`config.mk`:
```
export PLATFORM = sky130hd
export DESIGN_NAME = debouncer_flat
export DESIGN_NICKNAME = d
export VERILOG_FILES = /design/src/rtl/button_parser_pkg.sv /design/src/rtl/debouncer_if.sv /design/src/rtl/debouncer_edge_detector.sv /design/src/rtl/debouncer.sv /design/src/flat_wrapper.sv
export SDC_FILE = /design/constraint.sdc
export NUM_CORES = 1
export LEC_CHECK = 0
export BUFFER_PORTS_ARGS = -buffer_cell sky130_fd_sc_hd__buf_2
export CAP_MARGIN = 20
export CORE_ASPECT_RATIO = 1.4
export CORE_MARGIN = 2
export CORE_UTILIZATION = 60
export DETAILED_ROUTE_END_ITERATION = 7
export PLACE_DENSITY = 0.77
export SETUP_SLACK_MARGIN = 0.3
export SKIP_LAST_GASP = 1
export SLEW_MARGIN = 20
export SYNTH_ARGS = -nofsm -noshare
export SYNTH_HDL_FRONTEND = slang
export SYNTH_SLANG_ARGS = --single-unit
```
`constraint.sdc`:
```
create_clock -name clk -period 3.6 [get_ports clk]
set_clock_uncertainty 0.2 [all_clocks]
set_input_delay 0.72 -clock clk [delete_from_list [all_inputs] [get_ports clk]]
set_output_delay 0.72 -clock clk [all_outputs]
set_load 0.1 [all_outputs]
```
`src/rtl/button_parser_pkg.sv`:
```
`default_nettype none
// ============================================================================
// Module   : button_parser_pkg
// Purpose  : Shared debounce defaults and a counter-width helper for the
//            button parser hierarchy.
// Revision : 1.0 - initial release
// ============================================================================
package button_parser_pkg;

    localparam int c_sample_cnt_max_dflt = 25000;
    localparam int c_pulse_cnt_max_dflt  = 150;

    // $clog2 collapses to 0 for n <= 1; a counter needs at least one bit.
    function automatic int cnt_width(input int n);
        return (n < 2) ? 1 : $clog2(n);
    endfunction

    localparam int c_sample_cnt_w_dflt = cnt_width(c_sample_cnt_max_dflt);
    localparam int c_pulse_cnt_w_dflt  = cnt_width(c_pulse_cnt_max_dflt + 1);

endpackage : button_parser_pkg
`default_nettype wire

```
`src/rtl/debouncer_if.sv`:
```
`default_nettype none
// ============================================================================
// Module   : debouncer_if
// Purpose  : Button-level bundle between the synchronizer side (master) and
//            the debouncer (slave). Optional: DEBOUNCER_RELEASE_PULSE_EN.
// Revision : 1.0 - initial release
// ============================================================================
interface debouncer_if #(
    parameter int WIDTH = 1
);
    logic [WIDTH-1:0] glitchy_signal;
    logic [WIDTH-1:0] debounced_signal;
    logic [WIDTH-1:0] press_pulse;
`ifdef DEBOUNCER_RELEASE_PULSE_EN
    logic [WIDTH-1:0] release_pulse;
`endif

    modport master (
        output glitchy_signal,
`ifdef DEBOUNCER_RELEASE_PULSE_EN
        input  release_pulse,
`endif
        input  debounced_signal,
        input  press_pulse
    );

    modport slave (
        input  glitchy_signal,
`ifdef DEBOUNCER_RELEASE_PULSE_EN
        output release_pulse,
`endif
        output debounced_signal,
        output press_pulse
    );

endinterface : debouncer_if
`default_nettype wire

```
`src/rtl/debouncer_edge_detector.sv`:
```
`default_nettype none
// ============================================================================
// Module   : edge_detector
// Purpose  : Per-bit rise/fall one-shot decode against a registered copy of
//            the input level.
// Revision : 1.0 - initial release
// ============================================================================
module edge_detector #(
    parameter int WIDTH = 1
) (
    input  wire logic             clk,
    input  wire logic             rst,
    input  wire logic [WIDTH-1:0] signal_in,
    output logic      [WIDTH-1:0] rise_pulse,
    output logic      [WIDTH-1:0] fall_pulse
);

    logic [WIDTH-1:0] r_prev_q;
    logic [WIDTH-1:0] w_prev_d;
    logic [WIDTH-1:0] w_run;

    always_comb begin
        w_prev_d = signal_in;
        // Masking with reset keeps the clearing of prev from looking like a release.
        w_run      = {WIDTH{~rst}};
        rise_pulse = signal_in & ~r_prev_q & w_run;
        fall_pulse = ~signal_in & r_prev_q & w_run;
    end

    always_ff @(posedge clk) begin
        if (rst) begin
            r_prev_q <= '0;
        end else begin
            r_prev_q <= w_prev_d;
        end
    end

endmodule : edge_detector
`default_nettype wire

```
`src/rtl/debouncer.sv`:
```
`default_nettype none
// ============================================================================
// Module   : debouncer
// Purpose  : Per-bit saturating-count debouncer with one-shot press pulse.
//            Optional: DEBOUNCER_RELEASE_PULSE_EN adds release_pulse.
// Revision : 1.0 - initial release
// ============================================================================
module debouncer
    import button_parser_pkg::*;
#(
    parameter int WIDTH          = 1,
    parameter int SAMPLE_CNT_MAX = c_sample_cnt_max_dflt,
    parameter int PULSE_CNT_MAX  = c_pulse_cnt_max_dflt
) (
    input wire logic   clk,
    input wire logic   rst,
    debouncer_if.slave bus
);

    localparam int c_sample_w = cnt_width(SAMPLE_CNT_MAX);
    localparam int c_sat_w    = cnt_width(PULSE_CNT_MAX + 1);
    localparam logic [c_sample_w-1:0] c_sample_last = c_sample_w'(SAMPLE_CNT_MAX - 1);
    localparam logic [c_sat_w-1:0]    c_pulse_max   = c_sat_w'(PULSE_CNT_MAX);

    logic [c_sample_w-1:0] r_sample_cnt_q;
    logic [c_sample_w-1:0] w_sample_cnt_d;
    logic                  w_sample_tick;
    logic [WIDTH-1:0]      w_level;
    logic [WIDTH-1:0]      w_rise;

    always_comb begin
        w_sample_tick  = (r_sample_cnt_q == c_sample_last);
        w_sample_cnt_d = w_sample_tick ? '0 : r_sample_cnt_q + 1'b1;
    end

    always_ff @(posedge clk) begin
        if (rst) begin
            r_sample_cnt_q <= '0;
        end else begin
            r_sample_cnt_q <= w_sample_cnt_d;
        end
    end

    generate
        for (genvar i = 0; i < WIDTH; i++) begin : g_bit
            logic [c_sat_w-1:0] r_sat_cnt_q;
            logic [c_sat_w-1:0] w_sat_cnt_d;

            // A low input wins over everything: any bounce restarts qualification.
            always_comb begin
                w_sat_cnt_d = r_sat_cnt_q;
                if (!bus.glitchy_signal[i]) begin
                    w_sat_cnt_d = '0;
                end else if (w_sample_tick && (r_sat_cnt_q < c_pulse_max)) begin
                    w_sat_cnt_d = r_sat_cnt_q + 1'b1;
                end
            end

            always_ff @(posedge clk) begin
                if (rst) begin
                    r_sat_cnt_q <= '0;
                end else begin
                    r_sat_cnt_q <= w_sat_cnt_d;
                end
            end

            assign w_level[i] = (r_sat_cnt_q == c_pulse_max) & ~rst;
        end : g_bit
    endgenerate

    assign bus.debounced_signal = w_level;
    assign bus.press_pulse      = w_rise;

`ifdef DEBOUNCER_RELEASE_PULSE_EN
    edge_detector #(
        .WIDTH      (WIDTH)
    ) u_edge_detector (
        .clk        (clk),
        .rst        (rst),
        .signal_in  (w_level),
        .rise_pulse (w_rise),
        .fall_pulse (bus.release_pulse)
    );
`else
    edge_detector #(
        .WIDTH      (WIDTH)
    ) u_edge_detector (
        .clk        (clk),
        .rst        (rst),
        .signal_in  (w_level),
        .rise_pulse (w_rise),
        .fall_pulse ()
    );
`endif

endmodule : debouncer
`default_nettype wire

```
`src/flat_wrapper.sv`:
```
// flat-port wrapper written by rule: the top's interface ports become plain ports
module debouncer_flat import button_parser_pkg::*;
#(
    parameter int WIDTH          = 1,
    parameter int SAMPLE_CNT_MAX = c_sample_cnt_max_dflt,
    parameter int PULSE_CNT_MAX  = c_pulse_cnt_max_dflt
)
  (clk, rst, bus_glitchy_signal, bus_debounced_signal, bus_press_pulse);
  debouncer_if #(.WIDTH(WIDTH)) bus_i ();
  input wire logic clk;
  input wire logic rst;
  input wire logic [$bits(bus_i.glitchy_signal)-1:0] bus_glitchy_signal;
  output wire logic [$bits(bus_i.debounced_signal)-1:0] bus_debounced_signal;
  output wire logic [$bits(bus_i.press_pulse)-1:0] bus_press_pulse;
  assign bus_i.glitchy_signal = bus_glitchy_signal;
  assign bus_debounced_signal = bus_i.debounced_signal;
  assign bus_press_pulse = bus_i.press_pulse;
  debouncer #(.WIDTH(WIDTH), .SAMPLE_CNT_MAX(SAMPLE_CNT_MAX), .PULSE_CNT_MAX(PULSE_CNT_MAX)) u_core (.clk(clk), .rst(rst), .bus(bus_i));
endmodule
```
==> out/qor.txt <==
Area share of xor/xnor cells in the synthesized design = 10.0%
Number of port buffers = 4
ANT cells = 0
TritonCTS Sinks = 24
Height of the die = 55.5 um
Post-Synth Adder-Cell Area = 3.30%
Pleak = 0.000379 uW
Largest family of logic cells by synthesized area = simple AND/OR/NAND/NOR gates
Synth Area in Simple Gates = 30.8%
Cell Area, Synth = 1140 um2
Routed vias/inst = 6.27
Hold-fix buffers at CTS = 0
Worst Setup Slack, final = 0.759 ns
Post-synth EDFFs = 0
R2R Path Start = u_core.r_sample_cnt_q[10]
Distinct cell type count after synthesis = 32
Worst Min Path Start = u_core.r_sample_cnt_q[0]
Clk buf depth = 2
Antenna violations before repair = 0
Ys flop type = dfxtp_1
Placed cells = 154
Measured slew at the worst slew-check pin = 0.678 ns
Final hold viol count = 0
Flop2flop setup slack = 1.13 ns
CP Class = in2out
CTS H-Tree Depth = 1
Max-cap violations = 0
Maximum VDD drop = 0.000250 V
Setup-failing EPs final = 0
WL/cell = 13.3 um
Minimum clock period = 2.84 ns
Final Core Density = 67.9%
Compound-Gate Fraction of Synth Area = 10.2%
Final Net Count = 145
Setup WS pre-CTS = 0.745 ns
Max-slew headroom = 54.4%
Synth Instances = 133
Num rows = 18
Clock-pin slew on the worst setup and hold paths = 0.12 ns
Total core area = 1780 um2
Cell Pwr Density = 332 nW/um2
Ys async rst share = 0%
Most common cell after layout, fill and taps aside = dfxtp_1
Proportion of synthesized area in mux cells = 0%
Hold path cells = 1
Fmax = 352 MHz
DRT iter0 DRCs = 9
Post-CTS setup buffers = 0
Grt ovf = 0
Drt first pass iters = 4
Final WL = 2090 um
Crit Path Max Fanout = 5
Post-synthesis sequential area ratio = 42.2%
RSZ-0062 raised after global routing = false
Gr usage total = 22.8%
Synth Area per Inst = 8.55 um2
Hold Crit Class = reg2reg
Worst-skew pair later-pin latency = 0.31 ns
Pin count of the biggest net entering global routing = 15
Register bit total from synthesis = 24
CTS Buf Count = 3
Syn nets = 139
Worst EP arrival = 1.92 ns
Vias = 985
I/O pin cnt = 5
Post_cts resized = 0
Die area = 2260 um2
Area growth from synthesis to layout = 6.16%
HPWL after DPL = 1480 um
DR DRC count = 0
Synth Warn # = 0
Overall power = 401 uW
Final Slew Violations = 0
CP endpoint kind = output port
First-pass GRT wire length = 3670 um
Starting density of the core = 63.9%
Worst R2R End = u_core.g_bit[0].r_sat_cnt_q[3]
Chip width = 40.8 um
Final std cells w/o fill = 157
Post-route clock period utilization = 78.9%
Status = finished clean
Most frequent cells in the layout = dfxtp_1 (24), nor2_1 (20), xnor2_1 (11)
CTS tree = built
RD Place Congestion = 0.782
Final ANT Viol Nets = 0
CP Launch Type = input pin
WP data required = 2.68 ns
Cell depth of the worst flop-to-flop path = 4
Clk root buf = clkbuf_4
Hold Path Sink = u_core.r_sample_cnt_q[0]
Share of cells above drive strength 1 = 7.30%
Vias in the first global route = 910
Worst hold slack = 0.295 ns
## final cells by class
cell class                 instances  area, um2
fill                             161        572
clock buffer                       3       22.5
inverter                           5       18.8
sequential                        24        480
tap                               20       25.0
multi-input combinational        101        641
timing repair buffer               4       20.0
## state kept, by name (all words and copies together), names as in the netlist
name	count
u_core.u_edge_detector.r_prev_q	1
u_core.r_sample_cnt_q	15
u_core.g_bit.r_sat_cnt_q	8
## worst max-delay path by stage
| stage | from | end | cells past startpoint |
|---|---|---|---|
| final | rst | bus_press_pulse | 5 |
| after global routing | u_core.g_bit[0].r_sat_cnt_q[1] | bus_press_pulse | 5 |
| after CTS | rst | bus_press_pulse | 5 |
| after global placement | rst | bus_press_pulse | 5 |
| after detailed placement | rst | bus_press_pulse | 5 |
| after floorplan | rst | bus_press_pulse | 3 |
## cells in the mapped netlist (2+ instances only)
library cell / number / area (um2)
dfxtp_1: 24 / 480
nor2_1: 20 / 75.1
xnor2_1: 11 / 96.3
nand2_1: 10 / 37.5
nand3_1: 7 / 35.0
nor4_1: 7 / 43.8
a21oi_1: 5 / 25.0
inv_1: 5 / 18.8
nor3_1: 5 / 25.0
o21ai_0: 4 / 20.0
ha_1: 3 / 37.5
nand2b_1: 3 / 18.8
or3_1: 3 / 18.8
or4_1: 3 / 22.5
a31oi_1: 2 / 12.5
nand4_1: 2 / 12.5
nand4bb_1: 2 / 22.5
nor2b_1: 2 / 12.5
xor2_1: 2 / 17.5
## metrics by stage
step                      cell area, um2  TNS (ns)
after CTS                           1210         0
final                               1210         0
after detailed placement            1180         0
after global routing                1210         0
after floorplan                     1160   -0.0215
after global placement              1180         0
## logic make-up after synthesis
kind of cell | count (synthesis)
AO/OA/AOI/OAI | 18
XOR/XNOR | 13
adder cells (fa/ha/maj) | 3
buffers and inverters | 8
flip-flops | 24
AND/OR/NAND/NOR | 67
## power breakdown
part	switching, uW	total [uW]	internal, uW
registers	3.25	272	268
clock network	77.8	117	39.2
logic	7.82	12.6	4.74
total	88.9	401	312
## per-layer routing
layer,vias to the layer above,wire (um),track usage [%]
met2,16,1090,33.0
met5,-,0,0
met1,474,911,27.3
li1,488,-,-
met4,0,49,14.3
met3,7,38,7.63
## critical path: stages
cell and delay [ns]:
buf_2 0.12, nand4bb_1 0.29, nor4_4 0.20, nor2b_4 0.17, buf_2 0.42
Note: power is estimated with default switching activity, not from simulation.
